===== src/rtl/proc_ctrl_pkg.sv =====
// Shared types and constants for the proc_ctrl_fsm control sequencer.
package proc_ctrl_pkg;

  localparam int unsigned STATE_W = 4;
  localparam int unsigned CLASS_W = 3;
  localparam int unsigned WSEL_W  = 2;
  localparam int unsigned CAUSE_W = 2;

  typedef enum logic [STATE_W-1:0] {
    IDLE      = 4'd0,
    FETCH     = 4'd1,
    DECODE    = 4'd2,
    EXECUTE   = 4'd3,
    MEMORY    = 4'd4,
    WRITEBACK = 4'd5,
    HALT      = 4'd6,
    TRAP      = 4'd7
  } proc_ctrl_state_t;

  typedef enum logic [CLASS_W-1:0] {
    CLS_ALU,
    CLS_LOAD,
    CLS_STORE,
    CLS_BRANCH,
    CLS_JAL,
    CLS_HALT,
    CLS_ILLEGAL
  } instr_class_t;

  localparam logic [6:0] OPC_ALU_R  = 7'h33;
  localparam logic [6:0] OPC_ALU_I  = 7'h13;
  localparam logic [6:0] OPC_LOAD   = 7'h03;
  localparam logic [6:0] OPC_STORE  = 7'h23;
  localparam logic [6:0] OPC_BRANCH = 7'h63;
  localparam logic [6:0] OPC_JAL    = 7'h6F;
  localparam logic [6:0] OPC_HALT   = 7'h73;

  localparam logic [CAUSE_W-1:0] CAUSE_ILLEGAL = 2'd0;
  localparam logic [CAUSE_W-1:0] CAUSE_IMEM_TO = 2'd1;
  localparam logic [CAUSE_W-1:0] CAUSE_DMEM_TO = 2'd2;

  localparam logic [WSEL_W-1:0] WSEL_ALU = 2'd0;
  localparam logic [WSEL_W-1:0] WSEL_MEM = 2'd1;
  localparam logic [WSEL_W-1:0] WSEL_PC4 = 2'd2;

  // Register-file write source for a retiring instruction class.
  function automatic logic [WSEL_W-1:0] wsel_of(instr_class_t cls);
    case (cls)
      CLS_LOAD: wsel_of = WSEL_MEM;
      CLS_JAL:  wsel_of = WSEL_PC4;
      default:  wsel_of = WSEL_ALU;
    endcase
  endfunction

endpackage


===== src/rtl/proc_ctrl_decoder.sv =====
// Combinational opcode classifier for proc_ctrl_fsm.
module proc_ctrl_decoder
  import proc_ctrl_pkg::*;
#(
  parameter int unsigned OPC_W = 7
) (
  input  logic [OPC_W-1:0] opc,
  output instr_class_t     cls_c
);

  always_comb begin
    cls_c = CLS_ILLEGAL;
    if (opc == OPC_W'(OPC_ALU_R) || opc == OPC_W'(OPC_ALU_I)) cls_c = CLS_ALU;
    else if (opc == OPC_W'(OPC_LOAD))   cls_c = CLS_LOAD;
    else if (opc == OPC_W'(OPC_STORE))  cls_c = CLS_STORE;
    else if (opc == OPC_W'(OPC_BRANCH)) cls_c = CLS_BRANCH;
    else if (opc == OPC_W'(OPC_JAL))    cls_c = CLS_JAL;
    else if (opc == OPC_W'(OPC_HALT))   cls_c = CLS_HALT;
  end

endmodule


===== src/rtl/proc_ctrl_fsm.sv =====
// Multi-cycle processor control sequencer with memory-timeout trap and halt/resume.
// Define PROC_CTRL_PERF_CNT_EN to add the cycle_cnt / instret_cnt performance counters.
module proc_ctrl_fsm
  import proc_ctrl_pkg::*;
#(
  parameter int unsigned     XLEN        = 32,
  parameter int unsigned     ILEN        = 32,
  parameter int unsigned     OPC_W       = 7,
  parameter logic [XLEN-1:0] RESET_PC    = '0,
  parameter int unsigned     MEM_TIMEOUT = 16
`ifdef PROC_CTRL_PERF_CNT_EN
  , parameter int unsigned   CNT_W       = 32
`endif
) (
  input  logic            clk,
  input  logic            rst,
  input  logic            start,
  output logic            imem_req,
  output logic [XLEN-1:0] imem_addr,
  input  logic            imem_rvalid,
  input  logic [ILEN-1:0] imem_rdata,
  output logic            dmem_req,
  output logic            dmem_we,
  input  logic            dmem_rvalid,
  input  logic            branch_taken,
  input  logic [XLEN-1:0] branch_tgt,
  output logic [XLEN-1:0] pc,
  output logic [ILEN-1:0] ir,
  output logic            alu_en,
  output logic            rf_we,
  output logic [1:0]      rf_wsel,
  output logic [3:0]      state,
  output logic            halted,
  output logic            trap,
`ifdef PROC_CTRL_PERF_CNT_EN
  output logic [CNT_W-1:0] cycle_cnt,
  output logic [CNT_W-1:0] instret_cnt,
`endif
  output logic [1:0]      trap_cause
);

  localparam int unsigned WAIT_W = (MEM_TIMEOUT < 2) ? 1 : $clog2(MEM_TIMEOUT + 1);

  proc_ctrl_state_t     state_q, state_d;
  logic [XLEN-1:0]      pc_q, pc_d, pc_plus4;
  logic [ILEN-1:0]      ir_q, ir_d;
  logic [CAUSE_W-1:0]   cause_q, cause_d;
  logic [WAIT_W-1:0]    wait_q, wait_d;
  logic                 wait_hit;
  instr_class_t         cls;

  proc_ctrl_decoder #(.OPC_W(OPC_W)) u_dec (
    .opc   (ir_q[OPC_W-1:0]),
    .cls_c (cls)
  );

  assign pc_plus4   = pc_q + XLEN'(4);
  assign wait_hit   = (MEM_TIMEOUT != 0) && (wait_q == WAIT_W'(MEM_TIMEOUT));
  assign imem_addr  = pc_q;
  assign pc         = pc_q;
  assign ir         = ir_q;
  assign state      = state_q;
  assign trap_cause = cause_q;

  always_ff @(posedge clk or posedge rst) begin
    if (rst) begin
      state_q <= IDLE;
      pc_q    <= RESET_PC;
      ir_q    <= '0;
      cause_q <= CAUSE_ILLEGAL;
      wait_q  <= '0;
    end else begin
      state_q <= state_d;
      pc_q    <= pc_d;
      ir_q    <= ir_d;
      cause_q <= cause_d;
      wait_q  <= wait_d;
    end
  end

  // Next-state, register updates and strobes; rvalid is checked before the timeout so it wins.
  always_comb begin
    state_d  = state_q;
    pc_d     = pc_q;
    ir_d     = ir_q;
    cause_d  = cause_q;
    imem_req = 1'b0;
    dmem_req = 1'b0;
    dmem_we  = 1'b0;
    alu_en   = 1'b0;
    rf_we    = 1'b0;
    rf_wsel  = WSEL_ALU;
    halted   = 1'b0;
    trap     = 1'b0;
    unique case (state_q)
      IDLE: if (start) state_d = FETCH;
      FETCH: begin
        imem_req = 1'b1;
        if (imem_rvalid) begin
          ir_d    = imem_rdata;
          state_d = DECODE;
        end else if (wait_hit) begin
          state_d = TRAP;
          cause_d = CAUSE_IMEM_TO;
        end
      end
      DECODE: begin
        if (cls == CLS_HALT) state_d = HALT;
        else if (cls == CLS_ILLEGAL) begin
          state_d = TRAP;
          cause_d = CAUSE_ILLEGAL;
        end else state_d = EXECUTE;
      end
      EXECUTE: begin
        alu_en = 1'b1;
        if (cls == CLS_LOAD || cls == CLS_STORE) state_d = MEMORY;
        else if (cls == CLS_BRANCH) begin
          pc_d    = branch_taken ? branch_tgt : pc_plus4;
          state_d = FETCH;
        end else state_d = WRITEBACK;
      end
      MEMORY: begin
        dmem_req = 1'b1;
        dmem_we  = (cls == CLS_STORE);
        if (dmem_rvalid) begin
          if (cls == CLS_STORE) begin
            pc_d    = pc_plus4;
            state_d = FETCH;
          end else state_d = WRITEBACK;
        end else if (wait_hit) begin
          state_d = TRAP;
          cause_d = CAUSE_DMEM_TO;
        end
      end
      WRITEBACK: begin
        rf_we   = 1'b1;
        rf_wsel = wsel_of(cls);
        pc_d    = (cls == CLS_JAL) ? branch_tgt : pc_plus4;
        state_d = FETCH;
      end
      HALT: begin
        halted = 1'b1;
        if (start) begin
          pc_d    = pc_plus4;
          state_d = FETCH;
        end
      end
      TRAP: trap = 1'b1;
      default: state_d = IDLE;
    endcase
    wait_d = wait_q;
    if (state_d != state_q) wait_d = '0;
    else if ((state_q == FETCH || state_q == MEMORY) && MEM_TIMEOUT != 0) wait_d = wait_q + WAIT_W'(1);
  end

`ifdef PROC_CTRL_PERF_CNT_EN
  // Retire = re-entering FETCH from the back half of the pipeline sequence.
  logic retire;
  assign retire = (state_d == FETCH) && (state_q inside {EXECUTE, MEMORY, WRITEBACK});

  always_ff @(posedge clk or posedge rst) begin
    if (rst) begin
      cycle_cnt   <= '0;
      instret_cnt <= '0;
    end else begin
      if (!(state_q inside {IDLE, HALT, TRAP})) cycle_cnt <= cycle_cnt + CNT_W'(1);
      if (retire) instret_cnt <= instret_cnt + CNT_W'(1);
    end
  end
`endif

endmodule


===== config.mk =====
export PLATFORM = sky130hd
export DESIGN_NAME = proc_ctrl_fsm
export DESIGN_NICKNAME = d
export VERILOG_FILES = /design/src/rtl/proc_ctrl_pkg.sv /design/src/rtl/proc_ctrl_decoder.sv /design/src/rtl/proc_ctrl_fsm.sv
export SDC_FILE = /design/constraint.sdc
export NUM_CORES = 1
export LEC_CHECK = 0
export ABC_AREA = 1
export CAP_MARGIN = 5
export CELL_PAD_IN_SITES_DETAIL_PLACEMENT = 1
export CELL_PAD_IN_SITES_GLOBAL_PLACEMENT = 2
export CORE_MARGIN = 2
export CORE_UTILIZATION = 23
export CTS_CLUSTER_SIZE = 30
export DETAILED_ROUTE_END_ITERATION = 10
export GPL_ROUTABILITY_DRIVEN = 0
export GPL_TIMING_DRIVEN = 1
export PLACE_DENSITY = 0.85
export REMOVE_ABC_BUFFERS = 1
export SLEW_MARGIN = 20
export SYNTH_ARGS = -nofsm -noshare
export SYNTH_HDL_FRONTEND = slang
export SYNTH_SLANG_ARGS = --single-unit

===== constraint.sdc =====
create_clock -name clk -period 2.73 [get_ports clk]
set_input_delay 0.546 -clock clk [delete_from_list [all_inputs] [get_ports clk]]
set_output_delay 0.546 -clock clk [all_outputs]
set_load 0.02 [all_outputs]

* Yosys cells after proc, flatten, opt, wreduce, memory -nomap -nowiden
Cells that the tools add are included.
** Storage, ports and cells
- Input port bits :: 70
- Flip-flop bits (word level) :: 75
- Output and inout port bits :: 111
- Word-level logic and storage cells :: 93
** Cells by class
- Reductions and logical operators :: 11
- Equal/unequal tests :: 33
- Add/subtract/negate cells :: 2
- Multiplexer cells :: 42
** Operator list (number)
- two-way mux 32 bit :: 7
- case mux 32 bit (4 select lines) :: 1
- adder 32 x 3 -> 32 bit (second input constant) :: 1
- two-way mux 3 bit :: 10
- case mux 4 bit (7 select lines) :: 1
- inequality test 2 bit (second input constant) :: 11
- == test 7 bit (second input constant) :: 3
- == test 4 x 3 -> 1 bit (second input constant) :: 4
- two-way mux 2 bit :: 8
- two-way mux 4 bit :: 4
- == test 7 x 6 -> 1 bit (second input constant) :: 2
- two-way mux 5 bit :: 2
- == test 3 bit (second input constant) :: 3
- == test 4 x 2 -> 1 bit (second input constant) :: 2
- == test 7 x 2 -> 1 bit (second input constant) :: 1
- == test 7 x 5 -> 1 bit (second input constant) :: 1
- two-way mux 1 bit :: 7
- AND reduction 7 bit :: 1
- == test 3 x 2 -> 1 bit (second input constant) :: 2
- case mux 2 bit (3 select lines) :: 1
- AND reduction 6 bit :: 1
- adder 5 x 1 -> 5 bit (second input constant) :: 1
- == test 5 bit (second input constant) :: 1
- == test 4 x 1 -> 1 bit (second input constant) :: 1
- other kinds (10) :: 12

* Longest topological paths before layout
- Depth in word-level cells :: 13
- Depth in mapped cells :: 14
- Gate-level depth less buffers :: 14

* By module
A second synthesis with hierarchy kept.
** Unflattened totals
- Cell total of the unflattened synthesis :: 693
- Area total of the unflattened synthesis :: 4817.1 µm²
** Modules (own cells, without submodules)
- proc_ctrl_fsm :: seq. area each 1876.8 µm², area each 4709.5 µm², cells an instance 667, instances 1
- proc_ctrl_decoder :: seq. area each 0.0 µm², area each 107.6 µm², cells an instance 26, instances 1

* Worst setup path before layout
Ideal clock, no wire load.
- Path type :: flip-flop to output port
- Start point :: register ir_q[4] (netlist: ir[4])
- End point :: output port rf_wsel[1]
- Setup slack :: 0.803 ns
- Buffers on the path :: 1
- Required time :: 2.184 ns
- Stages on the path, launching flop included :: 7
- Data arrival time :: 1.381 ns
- Cell sequence :: dfrtp_1 inv_1 nand2_1 nor2_1 nand2_1 clkbuf_1 nor2_1
** On the way
- Cells in the longest elaborated chain, start to end :: 10
- Elaborated cells on any way between the ends :: 18
- Classes of those cells :: 9 x eq/ne; 8 x mux; 1 x reduce/logical
** Ends and longest elaborated chain
- start, declared :: line proc_ctrl_fsm.sv:46 : logic [ILEN-1:0] ir_q, ir_d;
- start signal, assigned :: line proc_ctrl_fsm.sv:75 : ir_q <= ir_d;
- == test 7 bit :: line proc_ctrl_decoder.sv:18 : else if (opc == OPC_W'(OPC_HALT)) cls_c = CLS_HALT;
- two-way mux 2 bit :: line proc_ctrl_decoder.sv:18
- two-way mux 3 bit :: line proc_ctrl_decoder.sv:17 : else if (opc == OPC_W'(OPC_JAL)) cls_c = CLS_JAL;
- two-way mux 3 bit :: line proc_ctrl_decoder.sv:16 : else if (opc == OPC_W'(OPC_BRANCH)) cls_c = CLS_BRANCH;
- two-way mux 3 bit :: line proc_ctrl_decoder.sv:15 : else if (opc == OPC_W'(OPC_STORE)) cls_c = CLS_STORE;
- two-way mux 3 bit :: line proc_ctrl_decoder.sv:14 : else if (opc == OPC_W'(OPC_LOAD)) cls_c = CLS_LOAD;
- two-way mux 3 bit (*) :: line proc_ctrl_decoder.sv:13 : if (opc == OPC_W'(OPC_ALU_R) || opc == OPC_W'(OPC_ALU_I)) cls_c = CLS_ALU;
- == test 3 bit or == test 3 x 1 -> 1 bit (tied branches) :: line proc_ctrl_pkg.sv:48 : case (cls)
- case mux 2 bit (2 select lines) (*) :: line proc_ctrl_pkg.sv:48
- two-way mux 2 bit (*) :: line proc_ctrl_fsm.sv:95 : unique case (state_q)
- end, declared :: line proc_ctrl_fsm.sv:31 : output logic [1:0] rf_wsel,
Every way passes the cells marked *; elsewhere a longest branch is shown, timed or not.

* Final worst setup path
- Start point :: register state_q[2] (netlist: state[2])
- End point :: output port rf_we
** On the way
- Cells in the longest elaborated chain, start to end :: 2
** Ends and longest elaborated chain
- start, declared :: line proc_ctrl_fsm.sv:44 : proc_ctrl_state_t state_q, state_d;
- start signal, assigned :: line proc_ctrl_fsm.sv:73 : state_q <= state_d;
- == test 4 x 3 -> 1 bit :: line proc_ctrl_fsm.sv:95
- two-way mux 1 bit :: line proc_ctrl_fsm.sv:95
- end, declared :: line proc_ctrl_fsm.sv:30 : output logic rf_we,
Every way passes these cells.

==> impl_results.md <==
- Outcome: completed
- Synthesized area: 5030 µm²
- Postcts setup bufs: 0
- I/O Pins: 181
- Area occupied by multi-input gates: 2530 µm²
- Crit path kind: reg2out
- Slew Limit Fails: 0
- Setup_tns: 0 ns
- Final Net Count: 982
- Largest net degree at the start of global routing: 39
- Die Y: 152 µm
- Final wirelength: 17900 µm
- Sequential cell area: 1880 µm²
- GRT Util Overall: 15.7%
- Crit path top cell by count: inv_2
- Post-Place Setup Slack: 0.339 ns
- First-pass iteration count of the detailed router: 4
- Final Hold Vio Count: 0
- Area growth syn-to-layout: 43.9%
- CTS max path bufs: 2
- Htree depth: 3
- Register bit total from synthesis: 75
- Vias per std cell: 4.41
- YS warnings: 0
- F_max: 392 MHz
- Worst setup path end: rf_we
- Worst hold path type: reg2reg
- Post-DR wirelength/cell: 15.0 µm
- Measured slew at the worst slew-check pin: 0.660 ns
- Antenna viol nets, final: 0
- Crit start category: register
- Crit-path max cell delay: 0.64 ns
- Leak: 3.46 nW
- Crit path depth: 5
- Clock transition at path regs: 0.06 ns
- Worst reg-to-reg setup slack: 0.36 ns
- Clk_skew: 0.00652 ns
- Period utilization: 93.3%
- Worst skew pair latency: 0.34 ns
- Core Area: 21600 µm²
- Critical path endpoint category: primary output
- Crit path from: state[2]$_DFF_PP0_
- CTS tree: built
- Syn Area/Cell: 6.62 µm²
- Share of layout cells above drive strength 1: 6.13%
- WP buf/inv: 3
- RSZ-0062 raised after global routing: no
- First-pass GRT wire length: 29400 µm
- Diodes inserted: 0
- Iter 0 DRT Violations: 164
- Residual DRC count: 0
- Chip width: 152 µm
- Synth area leaders: dfrtp_1 37%, nand2_1 24%, nor2_1 6.3%
- Critical-path cell list: inv_2 > nor2_8 > nand2_2 > inv_2 > clkdlybuf4s50_1
- Clock Sinks: 75
- # fillers: 2732
- P per Cell Area: 1040 nW/µm²
- Max Cap Violations: 0
- Worst reg2reg path startpoint: ir[4]$_DFFE_PP0P_
- Slowest CP cell: clkdlybuf4s50_1
- GR Overflow Total: 0
- Rows: 54
- Final setup margin: 0.182 ns
- Largest delay contributor family on the critical path: buffers and inverters
- Via count: 5268
- Worst EP arrival: 2.00 ns
- WP data required: 2.18 ns
- Critical path fanouts, max: 12
- Starting Density: 23.3%
- Final Critical Period: 2.55 ns
- Max_slew headroom: 56.0%
- Vias in the first global route: 5523
- Cell variety after synth: 36
- Die area: 23100 µm²
- Cts bufs inserted: 9
- Post-synthesis sequential area ratio: 37.3%
- Most frequent cells in the layout: 322 x nand2_1, 179 x clkdlybuf4s50_1, 84 x nor2_1, 74 x dfrtp_1, 58 x inv_1
- Initial antenna violation count: 1
- DP HPWL: 13700 µm
- Hold buffer count at cts: 0
- Synth Instances: 760
- Final setup violation count: 0
- Cell taking the most area after synthesis: dfrtp_1
- Commonest non-fill, non-tap cell in the layout: nand2_1
- R2R cell count: 14
- IR drop worst, VDD: 0.000468 V
- IO buf count: 180
- Root buffer cell: clkbuf_16
- Top-area cell type share of the netlist area: 37.3%
- RR Endpoint: imem_addr[22]$_DFFE_PP0P_
## cells in the mapped netlist
master       n
nor2_8       1
nand2_1    322
buf_6        4
o31ai_1      2
nand3b_1     1
a21oi_1     15
xor2_1       9
a21boi_0     1
nor2_2       5
a2bb2oi_1    2
nand3_1     46
a211oi_1     1
dfrtp_1     75
inv_2        5
o21ai_0     35
nand2_2      3
or2_2        1
nor2_1      84
buf_4       39
o211ai_1     3
nor3_1       7
conb_1       1
o21ai_1      2
nand2_4      2
nor2_4       2
inv_6        1
a22oi_1      1
nand4_1      7
a21oi_2      7
buf_2        5
o21a_1       1
xnor2_1      2
inv_1       59
nand3_2      2
ha_1         3
clkbuf_1     4
## routing by layer
metal / routed length (µm) / track usage [%] / share of wire [%] / up-vias
met3: 1350 / 5.33 / 7.6 / 13
met1: 8120 / 19.8 / 45 / 2477
met2: 8230 / 26.0 / 46 / 148
met5: 0 / 0 / 0 / -
li1: - / - / - / 2630
met4: 209 / 3.92 / 1.2 / 0
## worst reg2reg max path, cell delays in order (launching register included)
cell,delay [ns]
dfrtp_1,0.38
inv_1,0.11
nand2_1,0.12
nor2_1,0.15
nand2_1,0.12
buf_4,0.20
inv_1,0.19
nand2_1,0.12
nand2_2,0.08
buf_4,0.25
o21ai_0,0.19
nand3b_1,0.12
nand2_1,0.06
nand2_1,0.06
o21ai_0,0.09
## state kept, by name (all words and copies together) (netlist names)
name,count
trap_cause,2
wait_q,5
state,4
imem_addr,32
ir,32
## cell type report
| type | count | area share (%) |
|---|---|---|
| Tap cell | 280 | 4.84 |
| Inverter | 65 | 3.46 |
| Clock buffer | 13 | 3.74 |
| Clock inverter | 3 | 0.951 |
| Multi-Input combinational cell | 568 | 34.9 |
| Timing Repair Buffer | 190 | 26.1 |
| Sequential cell | 75 | 26.0 |
## cell families (layout without fill, tap and decap cells)
kind of cell	after synthesis	count (layout)	share of synthesized area, %
AOI/OAI and AO/OA	70	70	8.08
xor gates and xnor gates	11	11	1.92
adders and majority gates	3	3	0.746
buffers and inverters	117	271	12.5
DFF	75	75	37.3
other	1	1	0.0746
and+or+nand+nor	483	483	39.4
## report_power, final
part           switching, mW  leakage, nW  internal, mW  total, mW
logic                   2.21         2.36          1.75       3.97
registers              0.642        0.934          1.58       2.22
clock network          0.489        0.166         0.878       1.37
total                   3.34         3.46          4.21       7.56
## metrics by stage
step,cells,util (%),cell area [µm²],power (mW),hold slack (ns)
2_1_floorplan,708,-,4650,4.17,0.520
3_3_place_gp,1178,31.9,6890,6.19,0.462
3_5_place_dp,1178,31.9,6890,6.26,0.468
4_1_cts,1194,33.4,7230,7.69,0.483
5_1_grt,1194,33.5,7240,8.13,0.499
6_report,1194,33.5,7240,7.56,0.477
## repair_timing
item                       in CTS  in global routing
hold endpoints to repair        0                  0
resized for setup               0                  2
setup endpoints to repair       0                  2
## worst min path at each step
stage	startpoint	end	slack, ns	cells after the start
floorplan	wait_q[4]$_DFFE_PP0P_	wait_q[4]$_DFFE_PP0P_	0.52	2
global placement	ir[30]$_DFFE_PP0P_	ir[30]$_DFFE_PP0P_	0.46	2
detailed placement	ir[14]$_DFFE_PP0P_	ir[14]$_DFFE_PP0P_	0.47	2
CTS	ir[7]$_DFFE_PP0P_	ir[7]$_DFFE_PP0P_	0.48	2
global route	ir[27]$_DFFE_PP0P_	ir[27]$_DFFE_PP0P_	0.50	2
finish	ir[7]$_DFFE_PP0P_	ir[7]$_DFFE_PP0P_	0.48	2
Note: power is estimated with default switching activity, not from simulation.
